**src/rtl/sobel_thresh_ctrl.sv**
```systemverilog
// Sobel edge-threshold controller.
// Produces the 11-bit threshold for the Sobel stage. Manual mode steps it with
// debounced buttons; auto mode servoes it toward a target edge count per frame.
// A new threshold is only applied at a vsync rising edge.

// Key debouncer: 2-FF synchroniser, stability counter, one-cycle press pulse.
module sobel_key_debounce #(
  parameter int DEBOUNCE_CYC = 500000
) (
  input  logic clk,
  input  logic rst,
  input  logic key_n,
  output logic press
);

  localparam int CW = (DEBOUNCE_CYC > 1) ? $clog2(DEBOUNCE_CYC) : 1;
  localparam logic [CW-1:0] CNT_LAST = CW'(DEBOUNCE_CYC - 1);

  logic          sync1;
  logic          sync2;
  logic          sync_prev;
  logic          stable;
  logic [CW-1:0] cnt;

  // Synchronise, then accept a level once it has held for DEBOUNCE_CYC cycles.
  // NOTE: state registers use non-blocking assignments so every flop samples
  // the pre-edge value of its neighbours regardless of statement order.
  always_ff @(posedge clk) begin
    if (rst) begin
      sync1     <= 1'b1;
      sync2     <= 1'b1;
      sync_prev <= 1'b1;
      stable    <= 1'b1;
      cnt       <= '0;
      press     <= 1'b0;
    end else begin
      sync1     <= key_n;
      sync2     <= sync1;
      sync_prev <= sync2;
      press     <= 1'b0;
      if (sync2 != sync_prev) begin
        cnt <= '0;
      end else if (cnt != CNT_LAST) begin
        cnt <= cnt + 1'b1;
      end else begin
        stable <= sync2;
        // Only the released-to-pressed transition is an event.
        press  <= stable & ~sync2;
      end
    end
  end

endmodule

module sobel_thresh_ctrl #(
  parameter int DEBOUNCE_CYC = 500000,
  parameter int TH_INIT      = 75,
  parameter int TH_MIN       = 10,
  parameter int TH_MAX       = 1020,
  parameter int TH_STEP      = 5,
  parameter int AUTO_STEP    = 2,
  parameter int EDGE_TGT     = 20000,
  parameter int EDGE_HYST    = 2000
) (
  input  logic        clk,
  input  logic        rst,
  input  logic        key_up_n,
  input  logic        key_dn_n,
  input  logic        key_mode_n,
  input  logic        sobel_vsync,
  input  logic        sobel_de,
  input  logic        sobel_data,
  output logic [10:0] key_value,
  output logic        auto_mode,
  output logic [19:0] edge_cnt
);

  typedef enum logic [1:0] {
    S_WAIT = 2'd0,
    S_CNT  = 2'd1,
    S_UPD  = 2'd2
  } state_t;

  localparam logic signed [11:0] TH_MIN_S    = signed'(12'(TH_MIN));
  localparam logic signed [11:0] TH_MAX_S    = signed'(12'(TH_MAX));
  localparam logic signed [11:0] TH_STEP_S   = signed'(12'(TH_STEP));
  localparam logic signed [11:0] AUTO_STEP_S = signed'(12'(AUTO_STEP));
  localparam logic [19:0]        EDGE_HI     = 20'(EDGE_TGT + EDGE_HYST);
  localparam logic [19:0]        EDGE_LO     = 20'(EDGE_TGT - EDGE_HYST);
  localparam logic [19:0]        CNT_MAX     = '1;

  state_t      state;
  state_t      state_nxt;
  logic        vsync_q;
  logic        rise;
  logic        up_ev;
  logic        dn_ev;
  logic        mode_ev;
  logic [10:0] pending;
  logic [10:0] pending_man;
  logic        man_upd;
  logic [10:0] auto_t;
  logic [19:0] cnt;
  logic        frame_valid;

  logic signed [11:0] pend_s;
  logic signed [11:0] man_up;
  logic signed [11:0] man_dn;
  logic signed [11:0] auto_up;
  logic signed [11:0] auto_dn;

  sobel_key_debounce #(.DEBOUNCE_CYC(DEBOUNCE_CYC)) u_db_up (
    .clk   (clk),
    .rst   (rst),
    .key_n (key_up_n),
    .press (up_ev)
  );

  sobel_key_debounce #(.DEBOUNCE_CYC(DEBOUNCE_CYC)) u_db_dn (
    .clk   (clk),
    .rst   (rst),
    .key_n (key_dn_n),
    .press (dn_ev)
  );

  sobel_key_debounce #(.DEBOUNCE_CYC(DEBOUNCE_CYC)) u_db_mode (
    .clk   (clk),
    .rst   (rst),
    .key_n (key_mode_n),
    .press (mode_ev)
  );

  assign rise = sobel_vsync & ~vsync_q;

  // Frame FSM state register.
  always_ff @(posedge clk) begin
    if (rst) state <= S_WAIT;
    else     state <= state_nxt;
  end

  // Frame FSM next state: wait for the first vsync, then count / update per frame.
  // NOTE: every always_comb output gets a default first so no path infers a latch.
  always_comb begin
    state_nxt = state;
    case (state)
      S_WAIT:  if (rise) state_nxt = S_UPD;
      S_CNT:   if (rise) state_nxt = S_UPD;
      S_UPD:   state_nxt = S_CNT;
      default: state_nxt = S_WAIT;
    endcase
  end

  // Saturating threshold arithmetic, done 12-bit signed so nothing wraps.
  always_comb begin
    pend_s      = signed'({1'b0, pending});
    man_up      = pend_s + TH_STEP_S;
    man_dn      = pend_s - TH_STEP_S;
    auto_up     = pend_s + AUTO_STEP_S;
    auto_dn     = pend_s - AUTO_STEP_S;
    pending_man = pending;
    man_upd     = 1'b0;
    auto_t      = pending;
    if (!auto_mode && (up_ev != dn_ev)) begin
      man_upd = 1'b1;
      if (up_ev) pending_man = (man_up > TH_MAX_S) ? 11'(TH_MAX_S) : 11'(man_up);
      else       pending_man = (man_dn < TH_MIN_S) ? 11'(TH_MIN_S) : 11'(man_dn);
    end
    if (cnt > EDGE_HI)      auto_t = (auto_up > TH_MAX_S) ? 11'(TH_MAX_S) : 11'(auto_up);
    else if (cnt < EDGE_LO) auto_t = (auto_dn < TH_MIN_S) ? 11'(TH_MIN_S) : 11'(auto_dn);
  end

  // Datapath: edge counting, mode toggle, pending threshold and frame-boundary update.
  always_ff @(posedge clk) begin
    if (rst) begin
      vsync_q     <= 1'b0;
      key_value   <= 11'(TH_INIT);
      pending     <= 11'(TH_INIT);
      auto_mode   <= 1'b0;
      edge_cnt    <= '0;
      cnt         <= '0;
      frame_valid <= 1'b0;
    end else begin
      vsync_q <= sobel_vsync;
      if (mode_ev) auto_mode <= ~auto_mode;
      // Manual events never coincide with an auto update: they are gated by auto_mode.
      if (man_upd) pending <= pending_man;
      case (state)
        S_CNT: begin
          if (sobel_de && !sobel_data && (cnt != CNT_MAX)) cnt <= cnt + 1'b1;
        end
        S_UPD: begin
          edge_cnt    <= cnt;
          cnt         <= '0;
          // frame_valid is still 0 on the update that leaves S_WAIT, since it
          // is only ever set here and cleared by reset.
          frame_valid <= 1'b1;
          if (auto_mode && frame_valid) begin
            pending   <= auto_t;
            key_value <= auto_t;
          end else begin
            key_value <= pending;
          end
        end
        default: ;
      endcase
    end
  end

endmodule
```
**config.mk**
```make
export PLATFORM = sky130hd
export DESIGN_NAME = sobel_thresh_ctrl
export DESIGN_NICKNAME = d
export VERILOG_FILES = /design/src/rtl/sobel_thresh_ctrl.sv
export SDC_FILE = /design/constraint.sdc
export NUM_CORES = 1
export LEC_CHECK = 0
export CORE_ASPECT_RATIO = 1.5
export CORE_MARGIN = 10
export CORE_UTILIZATION = 47
export CTS_BUF_LIST = sky130_fd_sc_hd__clkbuf_8
export CTS_CLUSTER_DIAMETER = 150
export DETAILED_ROUTE_END_ITERATION = 8
export MAX_ROUTING_LAYER = met4
export PLACE_DENSITY_LB_ADDON = 0.25
export SYNTH_ARGS = -nofsm -noshare
export SYNTH_HDL_FRONTEND = slang
export SYNTH_SLANG_ARGS = --single-unit
```
**constraint.sdc**
```tcl
create_clock -name clk -period 3.76 [get_ports clk]
set_clock_uncertainty 0.1 [all_clocks]
set_input_delay 1.128 -clock clk [delete_from_list [all_inputs] [get_ports clk]]
set_output_delay 1.128 -clock clk [all_outputs]
set_load 0.01 [all_outputs]
```
Yosys cells after proc, flatten, opt, wreduce, memory -nomap -nowiden
Cells that the tools add are included.
{ "op_classes": {"addsub": 8, "magnitude_cmp": 6, "n_eq_ne": 12, "mux": 17, "n_bitwise": 15, "reduce_logical": 19} }
{ "op_table": {"columns": ["operator", "n"], "rows": [
  ["$mux 11", 12],
  ["$add 19x1->19 const B", 3],
  ["$ne 19x19->1 const B", 3],
  ["$pmux 20 s2", 1],
  ["$gt 12x11->1 const B", 2],
  ["$lt 12x5->1 const B", 2],
  ["$add 20x1->20 const B", 1],
  ["$gt 20x15->1 const B", 1],
  ["$lt 20x15->1 const B", 1],
  ["$mux 20", 1],
  ["$ne 20x20->1 const B", 1],
  ["$add 11x2->12 const B", 1],
  ["$add 11x3->12 const B", 1],
  ["$sub 11x2->12 const B", 1],
  ["$sub 11x3->12 const B", 1],
  ["$not 1->1", 11],
  ["$reduce_or 3->1", 3],
  ["$reduce_and 2->1", 4],
  ["$reduce_or 2->1", 4],
  ["$and 1x1->1", 4],
  ["$logic_and 1x1->1", 4],
  ["$ne 1x1->1", 4],
  ["$pmux 2 s2", 1],
  ["$eq 2x1->1 const B", 1],
  ["8 further kinds", 9]
]} }
{ "totals": {"ff_bits": 139} }

Longest topological paths before layout
{ "depth": {"ltp_word": 8, "ltp_mapped": 12, "depth_no_buf": 9} }

Cells and area by module
Synthesis repeated with hierarchy kept, for this count alone.
{ "unflattened": {"cells_unflattened": 982, "area_unflattened_um2": 7898.8} }
{ "modules_own_cells": {"columns": ["mod", "n_inst", "cells_each", "area_each_um2", "seq_area_each_um2"], "rows": [
  ["sobel_thresh_ctrl", 1, 619, 4486.8, 1341.3],
  ["sobel_key_debounce", 3, 121, 1137.3, 480.5]
]} }

Least setup slack after synthesis
Ideal clock, no wire load.
{ "synth_path": {"kind": "reg2reg", "from": "register pending[2]", "to": "register key_value[0]", "setup_ns": 0.127, "t_arrival_ns": 2.610, "required_time_ns": 3.533, "slack_ns": 0.923, "stages_incl_launch_ff": 13, "cell_sequence": "dfxtp_1 clkbuf_1 clkbuf_1 inv_1 ha_1 clkbuf_1 o21ba_2 nor2_1 o32ai_1 nand4_2 a21oi_2 nor4_2 or3_1"} }
{ "synth_via": {"elab_chain_cells": 6} }
{ "synth_rtl": {"columns": ["element", "line_no", "text"], "rows": [
  ["start, declared", "99", "logic [10:0] pending;"],
  ["start signal, assigned", "177", "pending <= 11'(TH_INIT);"],
  ["start signal, assigned", "186", "if (man_upd) pending <= pending_man;"],
  ["start signal, assigned", "198", "pending <= auto_t;"],
  ["$sub 11x2->12", "159", "auto_dn = pend_s - AUTO_STEP_S;"],
  ["$lt 12x5->1", "169", "else if (cnt < EDGE_LO) auto_t = (auto_dn < TH_MIN_S) ? 11'(TH_MIN_S) : 11'(auto_dn);"],
  ["$mux 11 (2 in series)", "169", null],
  ["$mux 11 (*)", "168", "if (cnt > EDGE_HI) auto_t = (auto_up > TH_MAX_S) ? 11'(TH_MAX_S) : 11'(auto_up);"],
  ["$mux 11 (*)", "197", "if (auto_mode && frame_valid) begin"],
  ["end signal, assigned", "176", "key_value <= 11'(TH_INIT);"],
  ["end signal, assigned", "199", "key_value <= auto_t;"],
  ["end signal, assigned", "201", "key_value <= pending;"],
  ["end, declared", "73", "output logic [10:0] key_value,"]
]} }
Every way passes the cells marked *; elsewhere a longest branch is shown, timed or not.
A chain may end at the register's enable or synchronous reset.

Final worst setup path
{ "layout_path": {"from": "register pending[2]", "to": "register pending[0]"} }
{ "layout_via": {"elab_chain_cells": 8} }
{ "layout_rtl": {"columns": ["element", "line_no", "text"], "rows": [
  ["$sub 11x3->12 / $add 11x3->12 (equally long branches)", "157, 156", null],
  ["$lt 12x5->1 / $gt 12x11->1 (equally long branches)", "166, 165", null],
  ["$mux 11, on equally long branches", "166, 165", null],
  ["$mux 11", "165", "if (up_ev) pending_man = (man_up > TH_MAX_S) ? 11'(TH_MAX_S) : 11'(man_up);"],
  ["$mux 11", "163", "if (!auto_mode && (up_ev != dn_ev)) begin"],
  ["$mux 11", "186", null],
  ["$mux 11", "197", null],
  ["$mux 11 (*)", "187", "case (state)"]
]} }
Marked as above.

==> run metrics <==
post-DR wirelength/cell=16.02 um; fillers=1,495; Yosys top cell by area=dfxtp_1; clock latency on the worst-skew pair=0.44 ns; Mean Syn Cell Area=7.953 um^2; global-route wire length before repair=31.03 mm; cell area power density=347.6 nW/um^2; kind of cell adding the most delay to the critical path=compound AO/OA/AOI/OAI gates; Layout Nets=960; Critical Path AT=3.28 ns; Die Ht=172.8 um; Detailed Route WL=18.43 mm; Ant. Diodes=0; Worst Tran Pin Value=0.9939 ns; synth warn=0; fin util=54.29%; postcts setup bufs=0; Worst EP required=4.00 ns; CTS resizes=0; CTS root buffer=clkbuf_8; num ports=40; Slowest cell on crit path=dfxtp_1; top-area cell type share of the netlist area=38.03%; Pwr Total=2.870 mW; leakage power total=2.939 nW; HP Class=register to register; status=complete, no violations; Achievable Freq=328.2 MHz; Vias=6,598; Worst VDD drop=0.2036 mV; Seq/Total Area, Yosys=38.03%; Die Width=121.9 um; Placement Setup Slack=0.6317 ns; routability cong.=0.9994; core area=15,210 um^2; largest net degree at the start of global routing=56; Area Growth Syn to Fin=12.84%; layout cells sized above 1=7.992%; number of failing hold endpoints at the final stage=0; CTS Buffer Depth=2; drt first pass iters=6; via-per-instance ratio=5.737; critical-path cell list=buf_4 > ha_1 > a21oi_1 > nor4b_1 > o21ai_0 > a211oi_1 > nand3_1 > a211o_1 > a311o_1; PortBufs=39; syn nets=941; Site Rows=55; slew margin rel.=33.74%; Worst Slack Setup Final=0.7130 ns; cell area after synthesis=7317 um^2; WS Path Type=register to register; most common cell after layout, fill and taps aside=dfxtp_1; initial antenna violation count=0; WP buf/inv=1; CTS buffer count=17; Yosys reg bits=139; vias in the first global route=6,373; final slew viol count=0; Setup violations, final=0; Routed Antenna Nets=0; Initial Utilization=48.11%; CTS Hold Bufs=0; MaxCap Viol Count=0; Reg clk slew, reported paths=0.08 ns; CTS Sinks=139; Top FF cell, synth=dfxtp_1; CTS tree=done; starting DRC count in detailed routing=562; Tcrit/Tclk final=81.04%; # DRC=0; Post-synth ARST share=0%; worst-path maximum fanout=11; Worst setup EP type=register; delay of the slowest cell on the worst path=0.61 ns; post-synthesis cell type count=68; Post-DP HPWL=13.09 mm; most area-consuming cells after synthesis=dfxtp_1, xor2_1, nor2_1; Period minus WS final=3.047 ns; GRT Residual Overflow=0; die area=21,060 um^2; Fin Setup TNS=0 ns; Tot GR Track Use=18.12%; H-Tree Level Count=4; number of enable flip-flop cells after synthesis=0; startpoint types=register; Mapped Cells=920; commonest non-fill, non-tap cells in the layout=dfxtp_1, nor2_1, nand2_1, a21oi_1, xor2_1; unrepaired setup endpoints after global routing=no
-- layer usage --
metal	GRT usage [%]	wire length, um	share of wire, %	up-vias
met3	2.869	834	4.5	75
met4	11.91	1006	5.5	0
met5	-	0	0	-
met1	19.87	7541	41	3024
li1	-	-	-	3289
met2	29.39	9043	49	210
-- where the power goes --
part	leakage [nW]	switching, mW	total, mW	internal [mW]
clock network	0.207	0.594	1.27	0.676
registers	1.12	0.0140	1.50	1.49
logic	1.61	0.0627	0.0975	0.0348
total	2.94	0.671	2.87	2.20
-- state kept, by name, summed over array words and instances (netlist names), 2 cells and up --
signal         flops
pending           11
key_value         11
u_db_up.cnt       19
u_db_dn.cnt       19
u_db_mode.cnt     19
state              2
cnt               20
edge_cnt          20
-- cells in the mapped netlist (all sizes together) (13+ instances only) --
cell type / count
nand4: 26
nand3: 38
or2: 13
and3: 24
clkbuf: 46
ha: 13
xnor2: 31
inv: 20
o21ai: 33
dfxtp: 139
nor2: 109
xor2: 54
a21oi: 59
nor3: 32
nand2: 108
-- area by class of cell --
| type | instances | area (um^2) | area share (%) |
|---|---|---|---|
| Clock buffer | 18 | 247.7 | 3.000 |
| Clock inverter | 13 | 166.4 | 2.015 |
| Timing Repair Buffer | 56 | 513.0 | 6.213 |
| Sequential cell | 139 | 2783 | 33.70 |
| Tap cell | 199 | 249.0 | 3.016 |
| Multi-Input combinational cell | 705 | 4223 | 51.14 |
| Inverter | 20 | 75.07 | 0.9092 |
-- per-stage QoR --
stage                     cells  instance area (um^2)  hold WS, ns
final                      1150                  8257       0.3111
after global routing       1150                  8257       0.3244
after CTS                  1150                  8257       0.3135
after detailed placement   1119                  7843       0.2937
after global placement     1119                  7843       0.2935
after floorplan             920                  7317       0.2895
-- logic make-up after synthesis --
family                     share of synthesized area [%]
and+or+nand+nor                                    28.08
AOI/OAI and AO/OA                                  16.23
DFF                                                38.03
xor gates and xnor gates                           10.17
buffers and inverters                              4.258
adders and majority gates                          2.223
muxes                                              1.009
-- path summary, 6_finish.rpt --
check	startpoint	end	slack [ns]	cells past startpoint
worst max register to register	pending[2]$_SDFF_PP0_	pending[0]$_SDFF_PP1_	0.71	9
worst min register to register	u_db_up.sync1$_SDFF_PP1_	u_db_up.sync2$_SDFF_PP1_	0.31	1
worst min-delay path	u_db_up.sync1$_SDFF_PP1_	u_db_up.sync2$_SDFF_PP1_	0.31	1
worst max-delay path	pending[2]$_SDFF_PP0_	pending[0]$_SDFF_PP1_	0.71	9
(Power assumes the default switching activity.)
